File: config.mk
export PLATFORM = sky130hd
export DESIGN_NAME = fifo_byte_packer
export DESIGN_NICKNAME = d
export VERILOG_FILES = /design/src/rtl/fifo_byte_packer.sv
export SDC_FILE = /design/constraint.sdc
export NUM_CORES = 1
export LEC_CHECK = 0
export CAP_MARGIN = 30
export CORE_MARGIN = 2
export CORE_UTILIZATION = 45
export CTS_BUF_LIST = sky130_fd_sc_hd__clkbuf_8
export DETAILED_ROUTE_END_ITERATION = 16
export PLACE_DENSITY = 0.69
export SLEW_MARGIN = 30
export SYNTH_ARGS = -nofsm -noshare
export SYNTH_HDL_FRONTEND = slang
export SYNTH_SLANG_ARGS = --single-unit
File: constraint.sdc
create_clock -name clk -period 1.95 [get_ports clk]
set_input_delay 0.2925 -clock clk [delete_from_list [all_inputs] [get_ports clk]]
set_output_delay 0.2925 -clock clk [all_outputs]
set_load 0.05 [all_outputs]
File: src/rtl/fifo_byte_packer.sv
// fifo_byte_packer: drains a one-cycle-latency FIFO read port and packs PACK entries
// little-endian into keep-masked words on a valid/ready stream, with flush of partial words.
module fifo_byte_packer #(
    parameter int DATA_WIDTH = 8,
    parameter int PACK = 4,
    parameter int OUT_WIDTH = DATA_WIDTH*PACK
) (
    input  logic                 clk,
    input  logic                 rst,
    input  logic                 fifo_empty,
    output logic                 fifo_rd_en,
    input  logic [DATA_WIDTH-1:0] fifo_dout,
    input  logic                 flush,
    output logic                 m_valid,
    input  logic                 m_ready,
    output logic [OUT_WIDTH-1:0] m_data,
    output logic [PACK-1:0]      m_keep
);
    localparam int CW = $clog2(PACK+1);
    logic [CW-1:0]        asm_cnt;
    logic [CW-1:0]        land_slot;
    logic [CW:0]          occupancy;
    logic                 rd_pend;
    logic                 flush_req;
    logic                 flush_ready;
    logic                 flush_done;
    logic                 xfer;
    logic [OUT_WIDTH-1:0] asm_data;
    logic [OUT_WIDTH-1:0] word;
    logic [PACK-1:0]      keep;
    always_comb begin
        occupancy = {1'b0, asm_cnt} + {{CW{1'b0}}, rd_pend};
        flush_ready = flush_req && !rd_pend && asm_cnt != '0;
        xfer = (asm_cnt == CW'(PACK) || flush_ready) && (!m_valid || m_ready);
        fifo_rd_en = !rst && !fifo_empty && !flush_req && (occupancy < (CW+1)'(PACK) || xfer);
        flush_done = (flush_ready && xfer) || (asm_cnt == '0 && !rd_pend);
        land_slot = xfer ? '0 : asm_cnt;
        for (int i = 0; i < PACK; i++) begin
            keep[i] = CW'(i) < asm_cnt;
            word[i*DATA_WIDTH +: DATA_WIDTH] = keep[i] ? asm_data[i*DATA_WIDTH +: DATA_WIDTH] : '0;
        end
    end
    always_ff @(posedge clk) begin
        if (rst) begin
            asm_cnt   <= '0;
            rd_pend   <= 1'b0;
            flush_req <= 1'b0;
            asm_data  <= '0;
            m_valid   <= 1'b0;
            m_data    <= '0;
            m_keep    <= '0;
        end else begin
            rd_pend   <= fifo_rd_en;
            flush_req <= flush_req ? !flush_done : flush;
            asm_cnt   <= xfer ? {{(CW-1){1'b0}}, rd_pend} : asm_cnt + {{(CW-1){1'b0}}, rd_pend};
            for (int i = 0; i < PACK; i++)
                if (rd_pend && land_slot == CW'(i))
                    asm_data[i*DATA_WIDTH +: DATA_WIDTH] <= fifo_dout;
            if (xfer) begin
                m_valid <= 1'b1;
                m_data  <= word;
                m_keep  <= keep;
            end else if (m_ready) begin
                m_valid <= 1'b0;
            end
        end
    end
endmodule

# Yosys cells after proc, flatten, opt, wreduce, memory -nomap -nowiden
# Cells that the tools add are included.
# totals
wordCells	58
regBits	74
output_inout_bits	38
# classes
n_lt_le_gt_ge	5
n_addsub	2
eq_ne	4
n_reduce_logical	27
muxes	9
# ops
cell	count
2-to-1 mux 8 bit	4
logical AND 1 bit	12
equality test 3 x 2 -> 1 bit, second input constant	2
logical NOT 1 bit	6
logical NOT 3 bit	2
less-than comparator 1 x 3 -> 1 bit, first input constant	2
less-than comparator 2 x 3 -> 1 bit, first input constant	2
adder 3 x 1 -> 4 bit	1
logical OR 1 bit	4
less-than comparator 4 x 3 -> 1 bit, second input constant	1
2-to-1 mux 1 bit	4
adder 3 x 1 -> 3 bit	1
equality test 3 x 1 -> 1 bit, second input constant	1
equality test 3 bit, second input constant	1
2-to-1 mux 3 bit	1
nonzero test 3 bit	1
nonzero test 2 bit	1
OR reduction 2 bit	1

# Depth between registers and ports, before layout
# Gate-level depths: netlist of run 1.
# depth
depth_word	9
depth_mapped	6
ltp_nobuf	5

# Worst setup path before layout of run 1
# No wires, ideal clock.
# synth_path
path_kind	reg-to-output
startpoint	register m_valid
endpoint	output port fifo_rd_en
stages_incl_launch_ff	6
slack_ns	0.113
required_time_ns	1.657
arrival_time_ns	1.545
n_path_buf	2
path_cell_list	dfxtp_1 > nor2b_1 > clkbuf_2 > nor2_4 > buf_6 > o21a_1
# synth_between
elab_chain_cells	5
# synth_lines
item	line_no	rtl
start, declared	14	output logic m_valid,
start signal, assigned	49	m_valid <= 1'b0;
start signal, assigned	60	m_valid <= 1'b1;
start signal, assigned	64	m_valid <= 1'b0;
logical NOT 1 bit	34	xfer = (asm_cnt == CW'(PACK) || flush_ready) && (!m_valid || m_ready);
logical OR 1 bit	34	
logical AND 1 bit	34	
logical OR 1 bit	35	fifo_rd_en = !rst && !fifo_empty && !flush_req && (occupancy < (CW+1)'(PACK) || xfer);
logical AND 1 bit	35	
end, declared	11	output logic fifo_rd_en,
# No other way between the ends.

# Worst setup path in the final report of run 1
# layout_path
startpoint	register asm_cnt[0]
endpoint	output port fifo_rd_en
# layout_between
elab_chain_cells	6
elab_cells_between_ends	9
# layout_lines
item	line_no	rtl
start, declared	20	logic [CW-1:0] asm_cnt;
start signal, assigned	55	asm_cnt <= xfer ? {{(CW-1){1'b0}}, rd_pend} : asm_cnt + {{(CW-1){1'b0}}, rd_pend};
branches (longest 4 deep; another with adder 3 x 1 -> 4 bit)	-	
logical OR 1 bit *	35	
logical AND 1 bit *	35	
# Mark *: on every way between the ends.

==> flow_metrics.tcl, run 1 <==
set metrics [dict create \
    ys_warn_count 0 \
    track_usage_pct 19.4 \
    dp_hpwl_mm 4.27 \
    wirelength_mm 6.64 \
    fin_skew_ns 0.00621 \
    syn_nets 347 \
    synthesis.area_mm2 0.00300 \
    dpl_worst_slack_ns 0.175 \
    grt_max_degree 43 \
    wl_met3_um 288 \
    drc 0 \
    max_freq_ghz 0.533 \
    synth-edff-count 0 \
    max_cap_violations 0 \
    start_util_pct 46.9 \
    syn-mean-instance-area_um2 9.02 \
    worstPathMaxFanout 3 \
    dp.cells 443 \
    ys_ff_latch 74 \
    finalSetupViolCount 0 \
    power_density_mw_per_mm2 770 \
    power_w 0.00287 \
    stdcell_count 462 \
    crit_slowest_cell "dfxtp_4" \
    ys.flop_type "dfxtp_1" \
    r2r_slack_ns 0.43 \
    wl_met2_mm 3.08 \
    min_period_ns 1.88 \
    fin_nets 397 \
    seq_area_frac_synth_pct 49.5 \
    fill_cells 582 \
    slew_violations 0 \
    num_antenna_cells 0 \
    cts_inserted_buffers 9 \
    cts-root-buf "clkbuf_8" \
    setup_tns_ns 0 \
    worst_slack_ns 0.0724 \
    wl_per_cell_um 14.4 \
    arrival_ns 1.59 \
    ant_nets 0 \
    design_area_mm2 0.00373 \
    end_kind "output pin" \
    drtIter0Drc 163 \
    rows 29 \
    final_layout_size_suffix_gt1_share_pct 12.5 \
    insertion_delay_ns 0.34 \
    via_per_inst 5.31 \
    tightest_slew_ns 0.505 \
    ys_types 42 \
    syn_to_final_growth_pct 24.5 \
    grt_pass1_vias 2311 \
    hold_class "primary input to flop" \
    leakagePower_nw 1.30 \
    synthArstFlopShare_pct 0 \
    relSlewSlack_pct 66.2 \
    ir_drop_v 0.000617 \
    die_y_um 85.6 \
    crit_path_cell_trace "ha_2, ha_4, nand3_1, o21ai_2, o21a_1, buf_6" \
    m1WireLength_mm 3.13 \
    cpPeakStageDelay_ns 0.37 \
    cts.sinks 74 \
    dr.max_layer_used "met4" \
    cts_hold_buf 0 \
    grt_setup_unrepaired "false" \
    antenna_found_initial 0 \
    htreeDepth 3 \
    die_w_um 85.6 \
    place.gp.congestion 0.738 \
    fin_crit_sh_pct 96.3 \
    die-area_mm2 0.00732 \
    clockBufferDepth 2 \
    cp.required_ns 1.66 \
    cts.clk_slew.worst_paths_ns 0.07 \
    dpl_cell_area_mm2 0.00350 \
    drt_first_pass_iters 4 \
    critPathKind "flop to output pin" \
    grt_overflow 0 \
    hold_viol 0 \
    cts_tree "built" \
    startpoint_type "flop" \
    grt_pass1_wl_mm 11.2 \
    status "completed" \
    port_buffers 50 \
    num_vias 2455 \
    synth_cells 332 \
    core_area_mm2 0.00639 \
    io_pins 51 \
]
[state kept, by name, summed over array words and instances (netlist names)]
signal / cells
rd_pend: 1
asm_data: 32
flush_req: 1
m_keep: 4
m_data: 32
asm_cnt: 3
m_valid: 1
[cells in the mapped netlist, types with 2 or more instances]
cell type | number | area share, %
o21ai_0 | 32 | 5.3
nor3_1 | 3 | 0.50
nor2_1 | 25 | 3.1
nand2_1 | 34 | 4.3
buf_4 | 4 | 1.0
ha_1 | 2 | 0.84
o21a_1 | 3 | 0.75
mux2i_1 | 16 | 5.3
dfxtp_1 | 74 | 49
clkbuf_1 | 10 | 1.3
nand4_1 | 24 | 5.0
buf_2 | 3 | 0.50
nand2b_1 | 18 | 3.8
a21oi_1 | 36 | 6.0
o21ai_1 | 3 | 0.50
nand3_1 | 12 | 2.0
buf_6 | 6 | 2.3
buf_1 | 3 | 0.38
[layer usage]
layer	track usage, %	vias up
met5	0	-
met3	4.33	13
li1	-	1258
met4	7.65	0
met1	26.4	1127
met2	30.0	57
[per-stage QoR]
| stage | hold slack [ns] | utilization (%) |
|---|---|---|
| 3_5_place_dp | 0.449 | 54.8 |
| 4_1_cts | 0.288 | 57.5 |
| 5_1_grt | 0.295 | 58.4 |
| 2_1_floorplan | 0.428 | - |
| 3_3_place_gp | 0.443 | 54.8 |
| 6_report | 0.293 | 58.4 |
[cell families (layout without fill, tap and decap cells)]
group	count (synthesis)	count (layout)	synth area share [%]
buffers and inverters	29	82	5.81
adders and majority gates	2	2	0.835
DFF	74	74	49.5
AOI/OAI and AO/OA	80	80	14.5
and+or+nand+nor	127	127	22.2
xor gates and xnor gates	2	2	0.585
muxes	18	18	6.60
[worst max-delay path: cells and delay by family (launching register included)]
family	cells	cell delay, ns
AND/OR/NAND/NOR	1	0.10
buffers and inverters	1	0.15
flip-flops	1	0.37
adder cells (fa/ha/maj)	2	0.38
AO/OA/AOI/OAI	2	0.25
[repair_timing]
action	in CTS	in global routing
cloned	0	0
setup endpoints to repair	1	1
pin swaps	0	1
setup buffers	0	5
hold endpoints to repair	0	0
gates resized for setup	8	4
[layout by cell type, fill, tap and decap left out, types with 2 or more instances in the layout]
cell              n
mux2i_1          16
inv_1             2
nand3_1          12
dfxtp_2           2
clkbuf_8         10
nor2_1           25
clkdlybuf4s50_1  48
o21ai_0          31
nand2_1          34
nand2b_1         18
clkinv_2          2
dfxtp_4           2
nor3_1            3
dfxtp_1          70
buf_4            16
a21oi_1          36
o21ai_1           3
o21a_1            3
nand4_1          24
[report_power, final]
group	total [W]	internal [W]	switching, W	leakage [nW]
registers	0.00156	0.00154	0.0000250	0.600
logic	0.000300	0.000131	0.000169	0.618
clock network	0.00101	0.000473	0.000535	0.0852
total	0.00287	0.00214	0.000729	1.30
[final timing paths]
check,startpoint,endpoint,cells past startpoint
worst max-delay path,asm_cnt[0]$_SDFF_PP0_,fifo_rd_en,6
worst min-delay path,rst,asm_data[16]$_SDFFE_PP0P_,2
worst max register to register,asm_cnt[1]$_SDFF_PP0_,asm_data[23]$_SDFFE_PP0P_,4
worst min register to register,asm_data[24]$_SDFFE_PP0P_,asm_data[24]$_SDFFE_PP0P_,2
[final cells by class]
type	count	area, um2	area share [%]
multi-input combinational	229	1360	36.4
sequential	74	1490	40.0
clock inverter	4	21.3	0.570
tap	77	96.3	2.58
timing repair buffer	66	617	16.5
clock buffer	10	138	3.69
inverter	2	7.51	0.201
Power figures use the tool's default switching activity.
==> inputs of run 2 (changes only) <==
- CAP_MARGIN: 30 -> unset
==> results of run 2 <==
No change in the layout: final DEF, timing and power equal those of run 1.
